**config.mk**
```make
export PLATFORM = sky130hd
export DESIGN_NAME = lcd_char_writer_flat
export DESIGN_NICKNAME = d
export VERILOG_FILES = /design/src/rtl/lcd_char_writer_if.sv /design/src/rtl/lcd_char_writer.sv /design/src/flat_wrapper.sv
export SDC_FILE = /design/constraint.sdc
export NUM_CORES = 1
export LEC_CHECK = 0
export ABC_CLOCK_PERIOD_IN_PS = 4800
export CAP_MARGIN = 20
export CORE_MARGIN = 8
export CORE_UTILIZATION = 35
export DETAILED_ROUTE_END_ITERATION = 8
export HOLD_SLACK_MARGIN = 0.05
export PLACE_DENSITY = 0.62
export SYNTH_ARGS = -nofsm -noshare
export SYNTH_HDL_FRONTEND = slang
export SYNTH_SLANG_ARGS = --single-unit
```
**constraint.sdc**
```tcl
create_clock -name clk -period 4.8 [get_ports clk]
set_input_delay 0.96 -clock clk [delete_from_list [all_inputs] [get_ports clk]]
set_output_delay 0.96 -clock clk [all_outputs]
set_load 0.02 [all_outputs]
```
**src/rtl/lcd_char_writer_if.sv**
```systemverilog
// Byte write handshake between the adder/display logic and the LCD writer.
interface lcd_char_writer_if;
    logic       wr_valid;
    logic       wr_ready;
    logic       wr_rs;
    logic [7:0] wr_data;

    modport master (output wr_valid, output wr_rs, output wr_data, input wr_ready);
    modport slave  (input wr_valid, input wr_rs, input wr_data, output wr_ready);
endinterface

```
**src/rtl/lcd_char_writer.sv**
```systemverilog
// HD44780 4-bit character LCD writer: power-on init, then one byte per handshake as two timed nibbles.
// Optional build macro LCD_HEX_EN: data bytes 0x00-0x0F are sent as their ASCII hex digit.
module lcd_char_writer #(
    parameter int unsigned T_POWERUP = 750000,
    parameter int unsigned T_INIT1   = 205000,
    parameter int unsigned T_INIT2   = 5000,
    parameter int unsigned T_SHORT   = 2000,
    parameter int unsigned T_CLEAR   = 82000,
    parameter int unsigned T_EPULSE  = 12,
    parameter int unsigned T_NIBGAP  = 50
) (
    input  logic               clk,
    input  logic               rst_n,
    lcd_char_writer_if.slave   wr,
    output logic               init_done,
    output logic               sf_e,
    output logic               lcd_e,
    output logic               lcd_rs,
    output logic               lcd_rw,
    output logic [3:0]         lcd_data
);

    typedef enum logic [3:0] {
        PWRUP, INIT_NIB, INIT_BYTE, IDLE,
        SETUP_HI, EHI_HI, HOLD_HI, GAP,
        SETUP_LO, EHI_LO, HOLD_LO, BUSY
    } state_t;

    state_t      state;
    logic [19:0] cnt;
    logic [3:0]  init_step;
    logic [7:0]  byte_q;
    logic [7:0]  acc_byte;
    logic [7:0]  init_byte;
    logic [19:0] busy_load;

    // A state lasting t cycles loads t-1 and leaves when the counter reads 0.
    function automatic logic [19:0] load_val(input int unsigned t);
        return 20'(t - 1);
    endfunction

    always_comb begin
        acc_byte = wr.wr_data;
`ifdef LCD_HEX_EN
        if (wr.wr_rs && wr.wr_data[7:4] == 4'h0)
            acc_byte = (wr.wr_data[3:0] < 4'd10) ? (8'h30 + wr.wr_data) : (8'h37 + wr.wr_data);
`endif
    end

    always_comb begin
        unique case (init_step)
            4'd4:    init_byte = 8'h28;
            4'd5:    init_byte = 8'h06;
            4'd6:    init_byte = 8'h0C;
            default: init_byte = 8'h01;
        endcase
    end

    // Steps 0..3 are the bare init nibbles; later transfers pick the wait from the byte itself.
    always_comb begin
        busy_load = load_val(T_SHORT);
        if (init_step == 4'd0)
            busy_load = load_val(T_INIT1);
        else if (init_step == 4'd1)
            busy_load = load_val(T_INIT2);
        else if (init_step >= 4'd4 && !lcd_rs && (byte_q == 8'h01 || byte_q == 8'h02))
            busy_load = load_val(T_CLEAR);
    end

    always_ff @(posedge clk) begin
        if (!rst_n) begin
            state       <= PWRUP;
            cnt         <= load_val(T_POWERUP);
            init_step   <= '0;
            byte_q      <= '0;
            wr.wr_ready <= 1'b0;
            init_done   <= 1'b0;
            sf_e        <= 1'b1;
            lcd_e       <= 1'b0;
            lcd_rs      <= 1'b0;
            lcd_rw      <= 1'b0;
            lcd_data    <= '0;
        end else begin
            sf_e   <= 1'b1;
            lcd_rw <= 1'b0;
            if (cnt != '0)
                cnt <= cnt - 20'd1;
            unique case (state)
                PWRUP:
                    if (cnt == '0) state <= INIT_NIB;
                INIT_NIB: begin
                    lcd_data <= (init_step == 4'd3) ? 4'h2 : 4'h3;
                    lcd_rs   <= 1'b0;
                    cnt      <= load_val(2);
                    state    <= SETUP_LO;
                end
                INIT_BYTE: begin
                    byte_q   <= init_byte;
                    lcd_data <= init_byte[7:4];
                    lcd_rs   <= 1'b0;
                    cnt      <= load_val(2);
                    state    <= SETUP_HI;
                end
                IDLE: begin
                    // Ready is raised one cycle after entering IDLE, so acceptance uses the registered flag.
                    wr.wr_ready <= 1'b1;
                    init_done   <= 1'b1;
                    if (wr.wr_ready && wr.wr_valid) begin
                        byte_q      <= acc_byte;
                        lcd_data    <= acc_byte[7:4];
                        lcd_rs      <= wr.wr_rs;
                        wr.wr_ready <= 1'b0;
                        cnt         <= load_val(2);
                        state       <= SETUP_HI;
                    end
                end
                SETUP_HI:
                    if (cnt == '0) begin lcd_e <= 1'b1; cnt <= load_val(T_EPULSE); state <= EHI_HI; end
                EHI_HI:
                    if (cnt == '0) begin lcd_e <= 1'b0; cnt <= load_val(1); state <= HOLD_HI; end
                HOLD_HI:
                    if (cnt == '0) begin cnt <= load_val(T_NIBGAP); state <= GAP; end
                GAP:
                    if (cnt == '0) begin lcd_data <= byte_q[3:0]; cnt <= load_val(2); state <= SETUP_LO; end
                SETUP_LO:
                    if (cnt == '0) begin lcd_e <= 1'b1; cnt <= load_val(T_EPULSE); state <= EHI_LO; end
                EHI_LO:
                    if (cnt == '0) begin lcd_e <= 1'b0; cnt <= load_val(1); state <= HOLD_LO; end
                HOLD_LO:
                    if (cnt == '0) begin cnt <= busy_load; state <= BUSY; end
                BUSY:
                    if (cnt == '0) begin
                        if (init_step < 4'd7) begin
                            init_step <= init_step + 4'd1;
                            state     <= (init_step < 4'd3) ? INIT_NIB : INIT_BYTE;
                        end else begin
                            init_step <= 4'd8;
                            state     <= IDLE;
                        end
                    end
                default:
                    state <= PWRUP;
            endcase
        end
    end

endmodule

```
**src/flat_wrapper.sv**
```systemverilog
// flat-port wrapper written by rule: the top's interface ports become plain ports
module lcd_char_writer_flat 
#(
    parameter int unsigned T_POWERUP = 750000,
    parameter int unsigned T_INIT1   = 205000,
    parameter int unsigned T_INIT2   = 5000,
    parameter int unsigned T_SHORT   = 2000,
    parameter int unsigned T_CLEAR   = 82000,
    parameter int unsigned T_EPULSE  = 12,
    parameter int unsigned T_NIBGAP  = 50
)
  (clk, rst_n, init_done, sf_e, lcd_e, lcd_rs, lcd_rw, lcd_data, wr_wr_valid, wr_wr_rs, wr_wr_data, wr_wr_ready);
  lcd_char_writer_if wr_i ();
  input  logic clk;
  input  logic rst_n;
  output logic init_done;
  output logic sf_e;
  output logic lcd_e;
  output logic lcd_rs;
  output logic lcd_rw;
  output logic [3:0] lcd_data;
  input wire logic [$bits(wr_i.wr_valid)-1:0] wr_wr_valid;
  input wire logic [$bits(wr_i.wr_rs)-1:0] wr_wr_rs;
  input wire logic [$bits(wr_i.wr_data)-1:0] wr_wr_data;
  output wire logic [$bits(wr_i.wr_ready)-1:0] wr_wr_ready;
  assign wr_i.wr_valid = wr_wr_valid;
  assign wr_i.wr_rs = wr_wr_rs;
  assign wr_i.wr_data = wr_wr_data;
  assign wr_wr_ready = wr_i.wr_ready;
  lcd_char_writer #(.T_POWERUP(T_POWERUP), .T_INIT1(T_INIT1), .T_INIT2(T_INIT2), .T_SHORT(T_SHORT), .T_CLEAR(T_CLEAR), .T_EPULSE(T_EPULSE), .T_NIBGAP(T_NIBGAP)) u_core (.clk(clk), .rst_n(rst_n), .wr(wr_i), .init_done(init_done), .sf_e(sf_e), .lcd_e(lcd_e), .lcd_rs(lcd_rs), .lcd_rw(lcd_rw), .lcd_data(lcd_data));
endmodule
```
==> Implementation_results.wiki <==
{| class="wikitable"
! Metric !! Value
|-
| Antenna fix cells || 0
|-
| Weighted congestion at the end of routability-driven global placement || 0.900
|-
| Residual DRC count || 0
|-
| Initial antenna violation count || 0
|-
| Total via count in the routed design || 2851
|-
| Post-synthesis instance total || 371
|-
| Worst vdd rail ir drop || 0.0962 mV
|-
| Worst setup EP type || flop
|-
| Sw Share || 30.5%
|-
| CP required || 4980 ps
|-
| Crit path max fanout || 16
|-
| Number of global-route vias before repair || 2619
|-
| Fin. Hold Viols || 0
|-
| Die height || 106 um
|-
| Placed Cells || 473
|-
| Fraction of final layout cells sized beyond drive strength 1 || 5.05%
|-
| Drt wl/cell || 16.3 um
|-
| Buffers added on ports || 19
|-
| Post-cts sizing count || 0
|-
| Internal Power || 565 uW
|-
| Skew final || 8.20 ps
|-
| Layout Utilization || 39.7%
|-
| Top-area cell type share of the netlist area || 30.8%
|-
| Final instance count without filler cells || 481
|-
| Critical path class || flop to flop
|-
| Yosys warning total || 0
|-
| Storage cell area || 881 um^2
|-
| Post-detailed-route count of antenna-violating nets || 0
|-
| Initial core utilization || 35.5%
|-
| Final setup violation count || 0
|-
| Biggest area consumer among synthesized cells || sky130_fd_sc_hd__dfxtp_1
|-
| Final period demand of the worst path || 3000 ps
|-
| Hold buffer count at cts || 0
|-
| Mapped Area || 0.00286 mm^2
|-
| Placed wire-length estimate || 5550 um
|-
| Total nets after synthesis || 391
|-
| Unrepaired setup endpoints after global routing || no
|-
| Global routing usage summed across all routing layers || 13.8%
|-
| Drt total wl || 7830 um
|-
| Result of the run || complete, no violations
|-
| Clock Power Share || 31.6%
|-
| CTS Root Cell || sky130_fd_sc_hd__clkbuf_8
|-
| Iteration-0 DRC count of the detailed router || 355
|-
| Clock slew at the register clock pins of the worst setup and hold paths || 90 ps
|-
| Width of the die || 106 um
|-
| Leading post-synthesis cells by cell area || sky130_fd_sc_hd__dfxtp_1, sky130_fd_sc_hd__a21oi_1, sky130_fd_sc_hd__o21ai_0
|-
| Post-route setup TNS || 0 ps
|-
| Clock buffer count from CTS || 5
|-
| Hold crit path type || flop to flop
|-
| Layout-stage area growth over the synthesis result || 11.7%
|-
| Number of enable flip-flop cells after synthesis || 0
|-
| Cell Rows || 33
|-
| Total iterations of the first detailed-routing run || 5
|-
| Fraction of registers with async set/reset || 0%
|-
| Number of top-level design ports || 22
|-
| Number of buffers between clock root and the deepest sink || 2
|-
| Leftover overflow at the end of global routing || 0
|-
| Multi-input logic area || 0.00180 mm^2
|-
| Number of synthesized register bits || 44
|-
| Area of the core region || 0.00805 mm^2
|-
| CTS tree || built
|-
| Number of clock sinks seen by CTS || 44
|-
| Sequential fraction of design power || 51.6%
|-
| Power Dens Cells || 255 mW/mm^2
|-
| Layout net count || 395
|-
| Cell area after layout || 0.00319 mm^2
|-
| Actual slew at the worst max-slew pin || 931 ps
|-
| Maximum number of pins on one net before global-route repair || 31
|-
| Final Max Tran Viols || 0
|-
| H-Tree Level Count || 2
|-
| Final Cycle Share || 62.5%
|-
| Wire length of the first global-routing pass || 12900 um
|-
| Fraction of power consumed by combinational cells || 16.8%
|-
| Mean Syn Cell Area || 7.70 um^2
|-
| Maximum Capacitance Violations || 0
|-
| Sequential fraction of the synthesis area || 30.8%
|-
| Later-pin clock latency in the skew report || 310 ps
|-
| Standard cell area after detailed placement || 0.00310 mm^2
|-
| Total Die Area || 0.0113 mm^2
|-
| Most used DFF post-synth || sky130_fd_sc_hd__dfxtp_1
|-
| Data arrival at the endpoint of the critical path || 3180 ps
|-
| Leakage || 0.00103 uW
|-
| Number of fill cells || 839
|-
| Synth cell types || 60
|-
| Power dissipated by switching net loads || 248 uW
|-
| Power consumption || 813 uW
|-
| Max Fclk || 333 MHz
|-
| Kind of launch point of the worst setup path || flop
|-
| Slew margin rel. || 37.8%
|-
| Setup fix buffers added after clock tree synthesis || 0
|-
| Via/cell ratio || 5.93
|}
==> metal layers <==
| metal | GRT usage [%] | vias up | routed length, um |
|---|---|---|---|
| met3 | 2.96 | 6 | 569 |
| li1 | - | 1375 | - |
| met5 | 0 | - | 0 |
| met4 | 3.12 | 0 | 57 |
| met2 | 22.8 | 131 | 3720 |
| met1 | 17.8 | 1339 | 3480 |
==> state kept, by name (all words and copies together), names as in the netlist <==
| signal | cells |
|---|---|
| u_core.cnt | 20 |
| u_core.byte_q | 8 |
| u_core.init_step | 4 |
| u_core.lcd_data | 4 |
| u_core.state | 4 |
| u_core.init_done | 1 |
| u_core.lcd_e | 1 |
| u_core.lcd_rs | 1 |
| u_core.wr.wr_ready | 1 |
==> kinds of logic after synthesis <==
| family | Yosys count | synth area share (%) |
|---|---|---|
| other cells | 2 | 0.263 |
| fa+ha+maj | 8 | 3.50 |
| mux | 8 | 2.85 |
| compound gates | 119 | 26.8 |
| simple gates | 135 | 25.7 |
| buf+inv | 43 | 6.35 |
| xor+xnor | 12 | 3.68 |
| flops | 44 | 30.8 |
==> synthesized netlist by cell type (all sizes together), types with 6 or more instances <==
| cell type | n |
|---|---|
| a211oi | 6 |
| a21oi | 33 |
| a31oi | 11 |
| and2 | 9 |
| buf | 6 |
| clkbuf | 21 |
| dfxtp | 44 |
| ha | 8 |
| inv | 15 |
| mux2i | 7 |
| nand2 | 25 |
| nand3 | 15 |
| nor2 | 28 |
| nor3 | 14 |
| nor4 | 12 |
| o211ai | 8 |
| o21ai | 30 |
| or4 | 6 |
| xnor2 | 8 |
==> layout make-up <==
class / instances / area share, %
clock buffers: 6 / 2.59
clock inverters: 2 / 0.470
inverters: 16 / 1.88
multi-input cells: 284 / 56.2
flip-flops and latches: 44 / 27.6
well taps: 105 / 4.11
repair buffers: 24 / 7.13
==> final timing paths <==
check,start,endpoint,slack (ps),cells past startpoint
worst max-delay path,u_core.cnt[0],u_core.cnt[0],1800,11
worst min-delay path,u_core.lcd_data[2],u_core.lcd_data[2],480,2
worst max register to register,u_core.cnt[0],u_core.cnt[0],1800,11
worst min register to register,u_core.lcd_data[2],u_core.lcd_data[2],480,2
==> power groups by stage <==
stage	clock network (uW)	registers (uW)	logic [uW]
4_1_cts	260	419	136
5_1_grt	279	424	151
2_1_floorplan	0	418	102
6_report	257	420	137
3_5_place_dp	0	428	135
3_3_place_gp	0	427	136
==> cell usage in the layout (no fill, tap or decap), types with 2 or more instances in the layout <==
cell type / n
sky130_fd_sc_hd__dfxtp_1: 44
sky130_fd_sc_hd__a21oi_1: 33
sky130_fd_sc_hd__o21ai_0: 30
sky130_fd_sc_hd__nor2_1: 28
sky130_fd_sc_hd__nand2_1: 25
sky130_fd_sc_hd__clkdlybuf4s50_1: 19
sky130_fd_sc_hd__inv_1: 15
sky130_fd_sc_hd__nand3_1: 15
sky130_fd_sc_hd__nor3_1: 13
sky130_fd_sc_hd__nor4_1: 11
sky130_fd_sc_hd__a31oi_1: 10
sky130_fd_sc_hd__xnor2_1: 8
sky130_fd_sc_hd__and2_1: 8
sky130_fd_sc_hd__o211ai_1: 8
sky130_fd_sc_hd__ha_1: 8
sky130_fd_sc_hd__mux2i_1: 7
sky130_fd_sc_hd__a211oi_1: 6
sky130_fd_sc_hd__clkbuf_8: 6
sky130_fd_sc_hd__and3_1: 5
sky130_fd_sc_hd__or4_1: 5
sky130_fd_sc_hd__a311oi_1: 5
sky130_fd_sc_hd__buf_4: 5
sky130_fd_sc_hd__nand4_1: 4
sky130_fd_sc_hd__xor2_1: 4
sky130_fd_sc_hd__or3_1: 3
sky130_fd_sc_hd__o21bai_1: 3
sky130_fd_sc_hd__nor2b_1: 3
sky130_fd_sc_hd__o31a_1: 3
sky130_fd_sc_hd__a2111oi_0: 3
sky130_fd_sc_hd__a211o_1: 3
sky130_fd_sc_hd__nand3b_1: 2
sky130_fd_sc_hd__nor3b_1: 2
sky130_fd_sc_hd__nand2b_1: 2
sky130_fd_sc_hd__a21o_1: 2
sky130_fd_sc_hd__o22ai_1: 2
sky130_fd_sc_hd__conb_1: 2
sky130_fd_sc_hd__clkinvlp_4: 2
==> critical path: stages (launching register included) <==
cell and delay [ps]:
sky130_fd_sc_hd__dfxtp_1 340, sky130_fd_sc_hd__inv_1 110, sky130_fd_sc_hd__ha_1 150, sky130_fd_sc_hd__nor4b_1 440
sky130_fd_sc_hd__nand3_1 220, sky130_fd_sc_hd__nor2_1 140, sky130_fd_sc_hd__buf_4 220, sky130_fd_sc_hd__inv_1 250
sky130_fd_sc_hd__ha_1 290, sky130_fd_sc_hd__a31oi_1 160, sky130_fd_sc_hd__a21oi_1 50, sky130_fd_sc_hd__or4_1 490
==> per-stage QoR <==
stage,setup WS (ps),hold WS (ps)
after global routing,1510,519
after CTS,1840,483
final,1800,477
after detailed placement,1860,464
after global placement,1980,461
after floorplan,2210,471
No activity file was read; power rests on OpenSTA's default activity.
